==> src/rtl/mito_pkg.sv <==
// ----------------------------------------------------------------------------
// mito_pkg
// Shared definitions for the OFM accumulation / pooling datapath.
//   - Default datapath widths.
//   - Frame-control FSM state type.
//   - sat_shift(): round-half-up arithmetic right shift followed by signed
//     saturation (optionally clamping negatives to zero). The function works
//     on a 64-bit container so callers of any width up to 64 bits can use it
//     and then truncate the result to their output width.
// ----------------------------------------------------------------------------
package mito_pkg;

    localparam int MITO_IN_WIDTH  = 20;
    localparam int MITO_ACC_WIDTH = 32;
    localparam int MITO_OUT_WIDTH = 8;

    typedef enum logic [1:0] {
        IDLE  = 2'd0,
        RUN   = 2'd1,
        DRAIN = 2'd2
    } state_t;

    // Round (add half an LSB of the result), arithmetic shift, saturate to
    // out_w signed bits. With relu set, negative results are clamped to zero
    // before saturation.
    function automatic logic signed [63:0] sat_shift(
        input logic signed [63:0] val,
        input int unsigned        shift,
        input int unsigned        out_w,
        input logic               relu
    );
        logic signed [63:0] rnd;
        logic signed [63:0] r;
        logic signed [63:0] max_v;
        logic signed [63:0] min_v;
        if (shift > 32'd0) begin
            rnd = 64'sd1 <<< (shift - 32'd1);
        end else begin
            rnd = 64'sd0;
        end
        r = (val + rnd) >>> shift;
        if (relu && (r < 64'sd0)) begin
            r = 64'sd0;
        end else begin
            r = r;
        end
        max_v = (64'sd1 <<< (out_w - 32'd1)) - 64'sd1;
        min_v = -(64'sd1 <<< (out_w - 32'd1));
        if (r > max_v) begin
            sat_shift = max_v;
        end else if (r < min_v) begin
            sat_shift = min_v;
        end else begin
            sat_shift = r;
        end
    endfunction

endpackage

==> src/rtl/ofm_fifo.sv <==
// ----------------------------------------------------------------------------
// ofm_fifo
// Synchronous FIFO with occupancy count. DEPTH must be a power of two so the
// pointers wrap naturally. Storage is cleared on reset so the head output
// reads zero while empty after reset.
// Ports:
//   clk, rst        clock, synchronous active-high reset
//   push, push_data write side (a push when full is dropped unless a pop
//                   happens on the same edge)
//   pop             read side (ignored when empty)
//   head_data       current head entry
//   valid           registered not-empty flag
//   count           number of stored entries (0..DEPTH)
// ----------------------------------------------------------------------------
module ofm_fifo #(
    parameter int WIDTH = 8,
    parameter int DEPTH = 4,
    localparam int AW   = $clog2(DEPTH),
    localparam int CW   = AW + 1
) (
    input  logic             clk,
    input  logic             rst,
    input  logic             push,
    input  logic [WIDTH-1:0] push_data,
    input  logic             pop,
    output logic [WIDTH-1:0] head_data,
    output logic             valid,
    output logic [CW-1:0]    count
);

    logic [WIDTH-1:0] mem_r [DEPTH];
    logic [AW-1:0]    wr_ptr_r;
    logic [AW-1:0]    rd_ptr_r;
    logic [CW-1:0]    count_r;
    logic             valid_r;
    logic             pop_ok_s;
    logic             push_ok_s;
    logic [CW-1:0]    count_nxt_s;

    assign pop_ok_s  = pop && valid_r;
    assign push_ok_s = push && ((count_r != CW'(DEPTH)) || pop_ok_s);

    // Next occupancy from the push/pop combination.
    always_comb begin
        count_nxt_s = count_r;
        case ({push_ok_s, pop_ok_s})
            2'b10:   count_nxt_s = count_r + CW'(1'b1);
            2'b01:   count_nxt_s = count_r - CW'(1'b1);
            default: count_nxt_s = count_r;
        endcase
    end

    // Storage, pointers and occupancy.
    always_ff @(posedge clk) begin
        if (rst) begin
            for (int i = 0; i < DEPTH; i++) begin
                mem_r[i] <= {WIDTH{1'b0}};
            end
            wr_ptr_r <= {AW{1'b0}};
            rd_ptr_r <= {AW{1'b0}};
            count_r  <= {CW{1'b0}};
            valid_r  <= 1'b0;
        end else begin
            if (push_ok_s) begin
                mem_r[wr_ptr_r] <= push_data;
                wr_ptr_r        <= wr_ptr_r + AW'(1'b1);
            end
            if (pop_ok_s) begin
                rd_ptr_r <= rd_ptr_r + AW'(1'b1);
            end
            count_r <= count_nxt_s;
            valid_r <= (count_nxt_s != {CW{1'b0}});
        end
    end

    assign head_data = mem_r[rd_ptr_r];
    assign valid     = valid_r;
    assign count     = count_r;

endmodule

==> src/rtl/ofm_accumulator.sv <==
// ----------------------------------------------------------------------------
// ofm_accumulator
// Accumulates NUM_CH per-channel window sums per output pixel, requantizes
// each pixel sum (rounding shift + saturation) and buffers the OFM bytes in a
// small FIFO. A start/done FSM frames one feature map of NUM_PIX pixels.
//
// Optional feature: define OFM_RELU_EN to clamp negative requantized values
// to zero (output range [0, 2^(OUT_WIDTH-1)-1]); latency is unchanged.
//
// Ports:
//   clk, rst            clock, synchronous active-high reset
//   start               begins a frame when idle, ignored otherwise
//   busy                high while running or draining
//   done                one-cycle pulse once the frame is fully drained
//   psum_valid/ready    partial-sum input handshake, psum_in data
//   ofm_valid/ready     OFM output handshake, ofm_data data
//
// Pipeline: stage 1 is the accumulator (s1_sum/s1_valid capture a finished
// pixel), stage 2 requantizes s1_sum and pushes it into the FIFO.
// ----------------------------------------------------------------------------
module ofm_accumulator
    import mito_pkg::*;
#(
    parameter int IN_WIDTH   = MITO_IN_WIDTH,
    parameter int ACC_WIDTH  = MITO_ACC_WIDTH,
    parameter int OUT_WIDTH  = MITO_OUT_WIDTH,
    parameter int NUM_CH     = 16,
    parameter int NUM_PIX    = 784,
    parameter int SHIFT      = 8,
    parameter int FIFO_DEPTH = 4
) (
    input  logic                        clk,
    input  logic                        rst,
    input  logic                        start,
    output logic                        busy,
    output logic                        done,
    input  logic                        psum_valid,
    output logic                        psum_ready,
    input  logic signed [IN_WIDTH-1:0]  psum_in,
    output logic                        ofm_valid,
    input  logic                        ofm_ready,
    output logic signed [OUT_WIDTH-1:0] ofm_data
);

    localparam int CH_W  = (NUM_CH  > 1) ? $clog2(NUM_CH)  : 1;
    localparam int PIX_W = (NUM_PIX > 1) ? $clog2(NUM_PIX) : 1;
    localparam int CNT_W = $clog2(FIFO_DEPTH) + 1;
`ifdef OFM_RELU_EN
    localparam logic RELU = 1'b1;
`else
    localparam logic RELU = 1'b0;
`endif

    state_t                       state_r;
    logic signed [ACC_WIDTH-1:0]  acc_r;
    logic [CH_W-1:0]              ch_cnt_r;
    logic [PIX_W-1:0]             pix_cnt_r;
    logic signed [ACC_WIDTH-1:0]  s1_sum_r;
    logic                         s1_valid_r;
    logic                         done_r;

    logic signed [ACC_WIDTH-1:0]  psum_ext_s;
    logic signed [ACC_WIDTH-1:0]  acc_sum_s;
    logic                         ready_s;
    logic                         accept_s;
    logic                         last_ch_s;
    logic                         last_pix_s;
    logic [OUT_WIDTH-1:0]         push_data_s;
    logic [OUT_WIDTH-1:0]         head_data_s;
    logic                         fifo_valid_s;
    logic [CNT_W-1:0]             fifo_count_s;

    // Size cast of a signed operand sign-extends.
    assign psum_ext_s = ACC_WIDTH'(psum_in);
    assign acc_sum_s  = acc_r + psum_ext_s;
    assign last_ch_s  = (ch_cnt_r == CH_W'(NUM_CH - 1));
    assign last_pix_s = (pix_cnt_r == PIX_W'(NUM_PIX - 1));
    assign accept_s   = psum_valid && ready_s;

    // Input may only be accepted when the FIFO plus the stage-1 register
    // still leaves room, so a stage-2 push never finds the FIFO full.
    always_comb begin
        ready_s = 1'b0;
        case (state_r)
            RUN: begin
                ready_s = (({1'b0, fifo_count_s} + {{CNT_W{1'b0}}, s1_valid_r})
                           < (CNT_W + 1)'(FIFO_DEPTH));
            end
            default: ready_s = 1'b0;
        endcase
    end

    // Frame FSM, accumulator, pixel/channel counters and stage-1 register.
    always_ff @(posedge clk) begin
        if (rst) begin
            state_r    <= IDLE;
            acc_r      <= {ACC_WIDTH{1'b0}};
            ch_cnt_r   <= {CH_W{1'b0}};
            pix_cnt_r  <= {PIX_W{1'b0}};
            s1_sum_r   <= {ACC_WIDTH{1'b0}};
            s1_valid_r <= 1'b0;
            done_r     <= 1'b0;
        end else begin
            done_r     <= 1'b0;
            // Stage 1 drains into stage 2 every cycle; it only stays set
            // when a new pixel completes on this edge.
            s1_valid_r <= accept_s && last_ch_s;
            case (state_r)
                IDLE: begin
                    if (start) begin
                        state_r   <= RUN;
                        acc_r     <= {ACC_WIDTH{1'b0}};
                        ch_cnt_r  <= {CH_W{1'b0}};
                        pix_cnt_r <= {PIX_W{1'b0}};
                    end else begin
                        state_r <= IDLE;
                    end
                end
                RUN: begin
                    if (accept_s) begin
                        if (last_ch_s) begin
                            s1_sum_r <= acc_sum_s;
                            acc_r    <= {ACC_WIDTH{1'b0}};
                            ch_cnt_r <= {CH_W{1'b0}};
                            if (last_pix_s) begin
                                pix_cnt_r <= {PIX_W{1'b0}};
                                state_r   <= DRAIN;
                            end else begin
                                pix_cnt_r <= pix_cnt_r + PIX_W'(1'b1);
                            end
                        end else begin
                            acc_r    <= acc_sum_s;
                            ch_cnt_r <= ch_cnt_r + CH_W'(1'b1);
                        end
                    end else begin
                        acc_r <= acc_r;
                    end
                end
                DRAIN: begin
                    if (!s1_valid_r && !fifo_valid_s) begin
                        done_r  <= 1'b1;
                        state_r <= IDLE;
                    end else begin
                        state_r <= DRAIN;
                    end
                end
                default: state_r <= IDLE;
            endcase
        end
    end

    // Stage 2: requantize the captured pixel sum.
    assign push_data_s = OUT_WIDTH'(sat_shift(64'(s1_sum_r), SHIFT, OUT_WIDTH, RELU));

    ofm_fifo #(
        .WIDTH (OUT_WIDTH),
        .DEPTH (FIFO_DEPTH)
    ) u_fifo (
        .clk       (clk),
        .rst       (rst),
        .push      (s1_valid_r),
        .push_data (push_data_s),
        .pop       (ofm_ready),
        .head_data (head_data_s),
        .valid     (fifo_valid_s),
        .count     (fifo_count_s)
    );

    assign busy       = (state_r == RUN) || (state_r == DRAIN);
    assign done       = done_r;
    assign psum_ready = ready_s;
    assign ofm_valid  = fifo_valid_s;
    assign ofm_data   = head_data_s;

endmodule

==> config.mk <==
export PLATFORM = sky130hd
export DESIGN_NAME = ofm_accumulator
export DESIGN_NICKNAME = d
export VERILOG_FILES = /design/src/rtl/mito_pkg.sv /design/src/rtl/ofm_fifo.sv /design/src/rtl/ofm_accumulator.sv
export SDC_FILE = /design/constraint.sdc
export NUM_CORES = 1
export LEC_CHECK = 0
export CORE_MARGIN = 10
export CORE_UTILIZATION = 50
export CTS_BUF_LIST = sky130_fd_sc_hd__clkbuf_8
export CTS_CLUSTER_DIAMETER = 50
export DETAILED_ROUTE_END_ITERATION = 16
export MAX_ROUTING_LAYER = met4
export PLACE_DENSITY = 0.74
export SYNTH_ARGS = -nofsm -noshare
export SYNTH_HDL_FRONTEND = slang
export SYNTH_SLANG_ARGS = --single-unit
==> constraint.sdc <==
create_clock -name clk -period 2.7 [get_ports clk]
set_input_delay 0.27 -clock clk [delete_from_list [all_inputs] [get_ports clk]]
set_output_delay 0.27 -clock clk [all_outputs]
set_load 0.005 [all_outputs]
==> impl_metrics.ini, run 1 <==
[run_status]
status = finished, violations left
violations = negative setup slack

[power_and_ir_drop]
p_total_uw = 4120
swShare_pct = 28.1
internal_power_uw = 2960
combPwrFrac_pct = 15.6
p_clk_share_pct = 38.9
pwr-share-seq_pct = 45.5
vdd_drop_max_v = 0.000297
p_leak_uw = 0.00374
net-switching-power_uw = 1160
power_density_nw_per_um2 = 442

[detailed_routing]
drc = 0
avgViaCountPerCell = 5.99
first_pass_iters = 5
via_count = 6717
drtIter0Drc = 661
wl_per_cell_um = 17.5
antenna_left = 0
routed_wl_mm = 19.7

[die]
chipHeight_um = 138
rows = 42
ioPinCount = 37
dieArea_um2 = 19000
initial_utilization_pct = 51.7
die_x_um = 138
core_um2 = 13400

[clock_network]
clk_latency_ps = 470
path_clk_slew_ps = 80
cts_tree = built
cts.sinks = 117
postCtsHoldBufs = 0
htree_levels = 4
clockBufferDepth = 2
cts_root_buf = clkbuf_8
cts_buffers = 17

[global_route]
grt_first_pass_wirelength_mm = 30.6
grt_max_degree = 32
antenna_found_initial = 0
track_usage_pct = 20.5
grt-ovfl-total = 0
grt_pass1_vias = 6421

[setup_path]
cp.arrival_ps = 3010
cp_max_fo = 7
r2r_start = s1_sum_r[7]$_SDFFE_PP0P_
path_class = reg -> reg
startpoint = s1_sum_r[7]$_SDFFE_PP0P_
r2r_slack_ps = -0.4
cp.required_ps = 3010
endpoint_kind = flop
cp-start-kind = flop

[synthesis]
yosys_warnings = 0
yosysTopAreaCell = dfxtp_1
synth_edf_count = 32
synthArstFlopShare_pct = 0
synth-main-ff-cell = dfxtp_1
synthTopCellsByArea = dfxtp_1 25%, edfxtp_1 14%, ha_1 6.9%
syn_area_per_cell_um2 = 8.85
synth.net_count = 848
syn_area_um2 = 6930
post_synth_inst_count = 783
ys_seq_elements = 117
synth_cell_type_count = 68
ys_seq_area_share_pct = 38.4
synth_top_area_share_pct = 24.5

[timing]
hold_slack_ps = 321
hold_viol = 0
timing.fmax_mhz = 370
skew_ps = 17.4
timing.final.crit_share_pct = 100
slew_violations = 0
timing.final.ws_setup_ps = -0.440
tightest_slew_ps = 1310
rsz0062_at_grt = true
post-route-min-period_ps = 2700
fin_setup_tns_ps = -0.440
relSlewSlack_pct = 12.6
setup_violations = 1

[place]
place.gp.congestion = 0.912
port_buffers = 36
hpwl_mm = 14.2
dpl-instance-area_um2 = 8270

[finish]
final_cell_mix = 123 x buf_4, 79 x nand2_1, 68 x dfxtp_1, 62 x nor2_1, 50 x a21oi_1
layout-area-overhead-vs-synth_pct = 34.5
layout.nets = 998
antenna_cells = 0
drive_gt1_share_pct = 29.3
fillers = 1000
fin_area_um2 = 9330
layout_commonest_cell = buf_4

[flow_run]
drv_cap = 0

[hold_path]
worstHoldStart = rst
hold_path.class = in -> reg
==> flip-flops by register name (all words and copies together), names as in the netlist, named ones only <==
| register | flops |
|---|---|
| state_r | 2 |
| pix_cnt_r | 10 |
| s1_sum_r | 25 |
| u_fifo.rd_ptr_r | 2 |
| ch_cnt_r | 4 |
| u_fifo.wr_ptr_r | 2 |
| done | 1 |
| acc_r | 32 |
| u_fifo.valid | 1 |
| s1_valid_r | 1 |
| u_fifo.count | 3 |
| u_fifo.mem_r | 32 |
==> final cells by class <==
cell class | count | area, µm² | share of cell area (%)
Clock inverter | 15 | 153 | 1.64
Inverter | 18 | 67.6 | 0.724
Multi-Input combinational cell | 616 | 4630 | 49.6
Tap cell | 176 | 220 | 2.36
Sequential cell | 117 | 2680 | 28.8
Clock buffer | 17 | 234 | 2.51
Timing Repair Buffer | 163 | 1340 | 14.4
==> cell families after synthesis <==
family	count (synthesis)	synth area share [%]
AND/OR/NAND/NOR	285	20.6
AO/OA/AOI/OAI	229	21.3
flip-flops	117	38.4
XOR/XNOR	52	6.57
buffers and inverters	50	2.83
adder cells (fa/ha/maj)	40	7.44
multiplexers	10	2.89
==> critical path: stages (launching register included) <==
cell and delay (ps):
dfxtp_2 340, ha_2 180, nand4_1 140, buf_6 170
buf_4 130, buf_4 140, nor3_4 170, xnor2_2 120
buf_4 140, a2111o_1 420, o21ai_4 180, buf_12 160
nand2_8 80, o21ai_1 190
==> Yosys cell counts, types with 3 or more instances <==
cell type,n
and4_1,7
or3_1,5
mux4_2,8
nor3_1,14
or4_1,6
dfxtp_1,85
ha_1,38
a21o_1,21
and2_1,8
nand3_1,34
o21ai_1,28
nand2_2,4
nor2_1,63
o311ai_0,3
a22o_1,5
a211oi_1,9
a31oi_1,5
nand2_1,84
and3_1,14
xnor2_1,28
nand4_1,15
xor2_1,24
inv_1,18
o21bai_1,5
clkbuf_1,24
edfxtp_1,32
a21oi_1,55
o31ai_1,6
o21a_1,10
or2_2,7
nor4_1,8
a22oi_1,10
o211ai_1,6
buf_2,6
o21ai_0,35
o2111ai_1,3
o22ai_1,6
==> path summary, 6_finish.rpt <==
path                                      end  depth (start not counted)
max          u_fifo.mem_r[0][0]$_SDFFCE_PN0P_                         13
min                     acc_r[7]$_SDFFE_PP0P_                          3
max reg2reg  u_fifo.mem_r[0][0]$_SDFFCE_PN0P_                         13
min reg2reg            acc_r[29]$_SDFFE_PP0P_                          2
==> through the flow <==
| step | utilization [%] | instances | setup WS, ps |
|---|---|---|---|
| after global placement | 61.7 | 1081 | -451 |
| after detailed placement | 61.7 | 1081 | -546 |
| after CTS | 65.3 | 1117 | 4.03 |
| after floorplan | - | 783 | 20.4 |
| final | 69.6 | 1122 | -0.440 |
| after global routing | 69.6 | 1122 | -113 |
==> per-layer routing <==
| metal | wire length (µm) | track usage (%) |
|---|---|---|
| met5 | 0 | - |
| met4 | 516 | 8.11 |
| met3 | 1120 | 3.93 |
| met2 | 9700 | 33.4 |
| met1 | 8340 | 24.6 |
==> power by group through the flow <==
stage / registers, µW / clock network [µW] / logic (µW)
after global placement: 1910 / 0 / 573
final: 1880 / 1600 / 644
after detailed placement: 1910 / 0 / 588
after floorplan: 1900 / 0 / 322
after CTS: 1870 / 1620 / 599
after global routing: 1880 / 1700 / 699
==> repair_timing <==
item | CTS | global route
gates resized for setup | 12 | 111
pin swaps | 6 | 28
setup endpoints to repair | 36 | 59
gates cloned | 0 | 0
setup buffers | 4 | 7
Note: power is estimated with default switching activity, not from simulation.
==> run 2, diff against run 1 <==
--- a/config.mk
+++ b/config.mk
@@ -5,13 +5,15 @@
 export SDC_FILE = /design/constraint.sdc
 export NUM_CORES = 1
 export LEC_CHECK = 0
+export CELL_PAD_IN_SITES_DETAIL_PLACEMENT = 1
+export CELL_PAD_IN_SITES_GLOBAL_PLACEMENT = 1
 export CORE_MARGIN = 10
-export CORE_UTILIZATION = 50
+export CORE_UTILIZATION = 44
 export CTS_BUF_LIST = sky130_fd_sc_hd__clkbuf_8
 export CTS_CLUSTER_DIAMETER = 50
 export DETAILED_ROUTE_END_ITERATION = 16
 export MAX_ROUTING_LAYER = met4
-export PLACE_DENSITY = 0.74
+export PLACE_DENSITY = 0.82
 export SYNTH_ARGS = -nofsm -noshare
 export SYNTH_HDL_FRONTEND = slang
 export SYNTH_SLANG_ARGS = --single-unit
==> run 2 against run 1 <==
Against the previous run: the run still ends with negative setup slack left; clock skew decreased by 0.55 ps; largest cell class unchanged; global-route usage rose by 1.2 points; largest power group unchanged; sequential share of layout area about the same.
==> impl_metrics.ini, run 2 (synthesis gave the netlist of run 1 again) <==
[global_route]
antenna_found_initial = 0
grt_max_degree = 31
track_usage_pct = 21.7
grt_first_pass_wirelength_mm = 37.2
grt_pass1_vias = 7283
grt-ovfl-total = 0

[timing]
rsz0062_at_grt = true
setup_violations = 18
relSlewSlack_pct = 25.2
timing.fmax_mhz = 366
post-route-min-period_ps = 2730
skew_ps = 16.9
tightest_slew_ps = 1110
hold_viol = 0
slew_violations = 0
hold_slack_ps = 219
timing.final.ws_setup_ps = -33.7
timing.final.crit_share_pct = 101

[detailed_routing]
drc = 0
routed_wl_mm = 25.5
via_count = 6989
antenna_left = 0
drtIter0Drc = 431
avgViaCountPerCell = 6.03
first_pass_iters = 5
wl_per_cell_um = 22.0

[run_status]
violations = negative setup slack
status = finished, violations left

[finish]
layout.nets = 1001
top_regs = acc_r (32), u_fifo.mem_r (32), s1_sum_r (25)
layout_commonest_cell = buf_4
layout-area-overhead-vs-synth_pct = 34.8
antenna_cells = 0
drive_gt1_share_pct = 30.0
final_cell_mix = 127 x buf_4, 79 x nand2_1, 68 x dfxtp_1, 62 x nor2_1, 50 x a21oi_1

[clock_network]
cts_tree = built
cts_root_buf = clkbuf_8
clockBufferDepth = 2
cts.sinks = 117
clk_latency_ps = 470
postCtsHoldBufs = 0
htree_levels = 4
path_clk_slew_ps = 80
cts_buffers = 17

[die]
ioPinCount = 37
initial_utilization_pct = 45.3
rows = 45
chipHeight_um = 146
die_x_um = 146
core_um2 = 15300
dieArea_um2 = 21200

[setup_path]
slowest_delay_ps = 500
cp_max_fo = 7
r2r_cells = 9
crit_family = simple AND/OR/NAND/NOR gates
cp.arrival_ps = 2940
critical_path.slowest_cell = dfxtp_1
cp-start-kind = flop
crit_chain = and2_1 > nand4_1 > nor4_2 > o211ai_1 > nor4_2 > nor3_2 > buf_4 > nand2_4 > o21ai_2
worst_path_most_repeated_cell = nor4_2
critPathBufInv = 1
r2r_slack_ps = -30
cp.required_ps = 2900
r2r_start = s1_sum_r[22]$_SDFFE_PP0P_
endpoint_kind = flop
r2r-end = u_fifo.mem_r[0][1]$_SDFFCE_PN0P_
cp.depth = 9
path_class = reg -> reg
startpoint = s1_sum_r[22]$_SDFFE_PP0P_
endpoint = u_fifo.mem_r[0][1]$_SDFFCE_PN0P_

[power_and_ir_drop]
net-switching-power_uw = 1280
power_density_nw_per_um2 = 440
p_total_uw = 4120
combPwrFrac_pct = 16.8
pwr-share-seq_pct = 45.5
internal_power_uw = 2830
p_clk_share_pct = 37.7
vdd_drop_max_v = 0.000270
p_leak_uw = 0.00372
swShare_pct = 31.2

[place]
place_ws_ps = -570
hpwl_mm = 16.9
port_buffers = 36
place.gp.congestion = 0.966

[flow_run]
drv_cap = 0

[hold_path]
hold_path.class = in -> reg
[run 2: cell count changes in the layout (fill, tap and decap cells not counted), sizes merged]
cell           change
clkdlybuf4s50      -1
bufinv             -2
dlymetal6s2s       +1
inv                +2
clkinvlp           -1
clkbuf             +1
buf                +3
[run 2: layout make-up]
| class | count | area (µm²) |
|---|---|---|
| inverters | 18 | 67.6 |
| repair buffers | 166 | 1350 |
| fillers | 1761 | 5970 |
| multi-input cells | 616 | 4610 |
| clock inverters | 14 | 119 |
| well taps | 211 | 264 |
| clock buffers | 18 | 248 |
| flip-flops and latches | 117 | 2690 |
[run 2: power groups by stage]
| stage | Sequential [µW] | Clock, µW | Combinational (µW) |
|---|---|---|---|
| floorplan | 1900 | 0 | 322 |
| global placement | 1910 | 0 | 586 |
| detailed placement | 1910 | 0 | 614 |
| CTS | 1870 | 1560 | 630 |
| global route | 1880 | 1640 | 740 |
| finish | 1870 | 1550 | 690 |
[run 2: routing by layer]
metal | wire [µm] | track usage (%)
met4 | 819 | 8.54
met3 | 1240 | 4.10
met5 | 0 | -
met1 | 10500 | 25.0
met2 | 12900 | 36.7
[run 2: worst reg2reg max path: stages, from the launching register on]
cell      delay (ps)
dfxtp_1          500
and2_1           240
nand4_1          260
nor4_2           370
o211ai_1         210
nor4_2           370
nor3_2           110
buf_4            180
nand2_4          140
o21ai_2           90
[run 2: worst min path at each step]
stage	startpoint	end	slack (ps)	depth (start not counted)
after global placement	acc_r[25]$_SDFFE_PP0P_	acc_r[25]$_SDFFE_PP0P_	440	2
after floorplan	acc_r[10]$_SDFFE_PP0P_	acc_r[10]$_SDFFE_PP0P_	430	2
after detailed placement	acc_r[15]$_SDFFE_PP0P_	acc_r[15]$_SDFFE_PP0P_	450	2
final	rst	acc_r[20]$_SDFFE_PP0P_	220	2
after CTS	rst	acc_r[20]$_SDFFE_PP0P_	210	2
after global routing	rst	acc_r[20]$_SDFFE_PP0P_	230	2
[run 2: what timing repair did]
action	CTS	global route
hold endpoints to repair	0	0
setup buffers	5	5
setup endpoints to repair	44	60
gates resized for setup	19	104
pin swaps	7	24
[run 2: metrics by stage]
step	util [%]	TNS [ps]	cells	instance area [µm²]
after floorplan	-	0	783	6930
after global placement	54.4	-15430	1118	8320
after detailed placement	54.4	-21360	1118	8320
after CTS	57.5	0	1155	8810
after global routing	61.0	-3150	1160	9350
final	61.0	-329	1160	9350
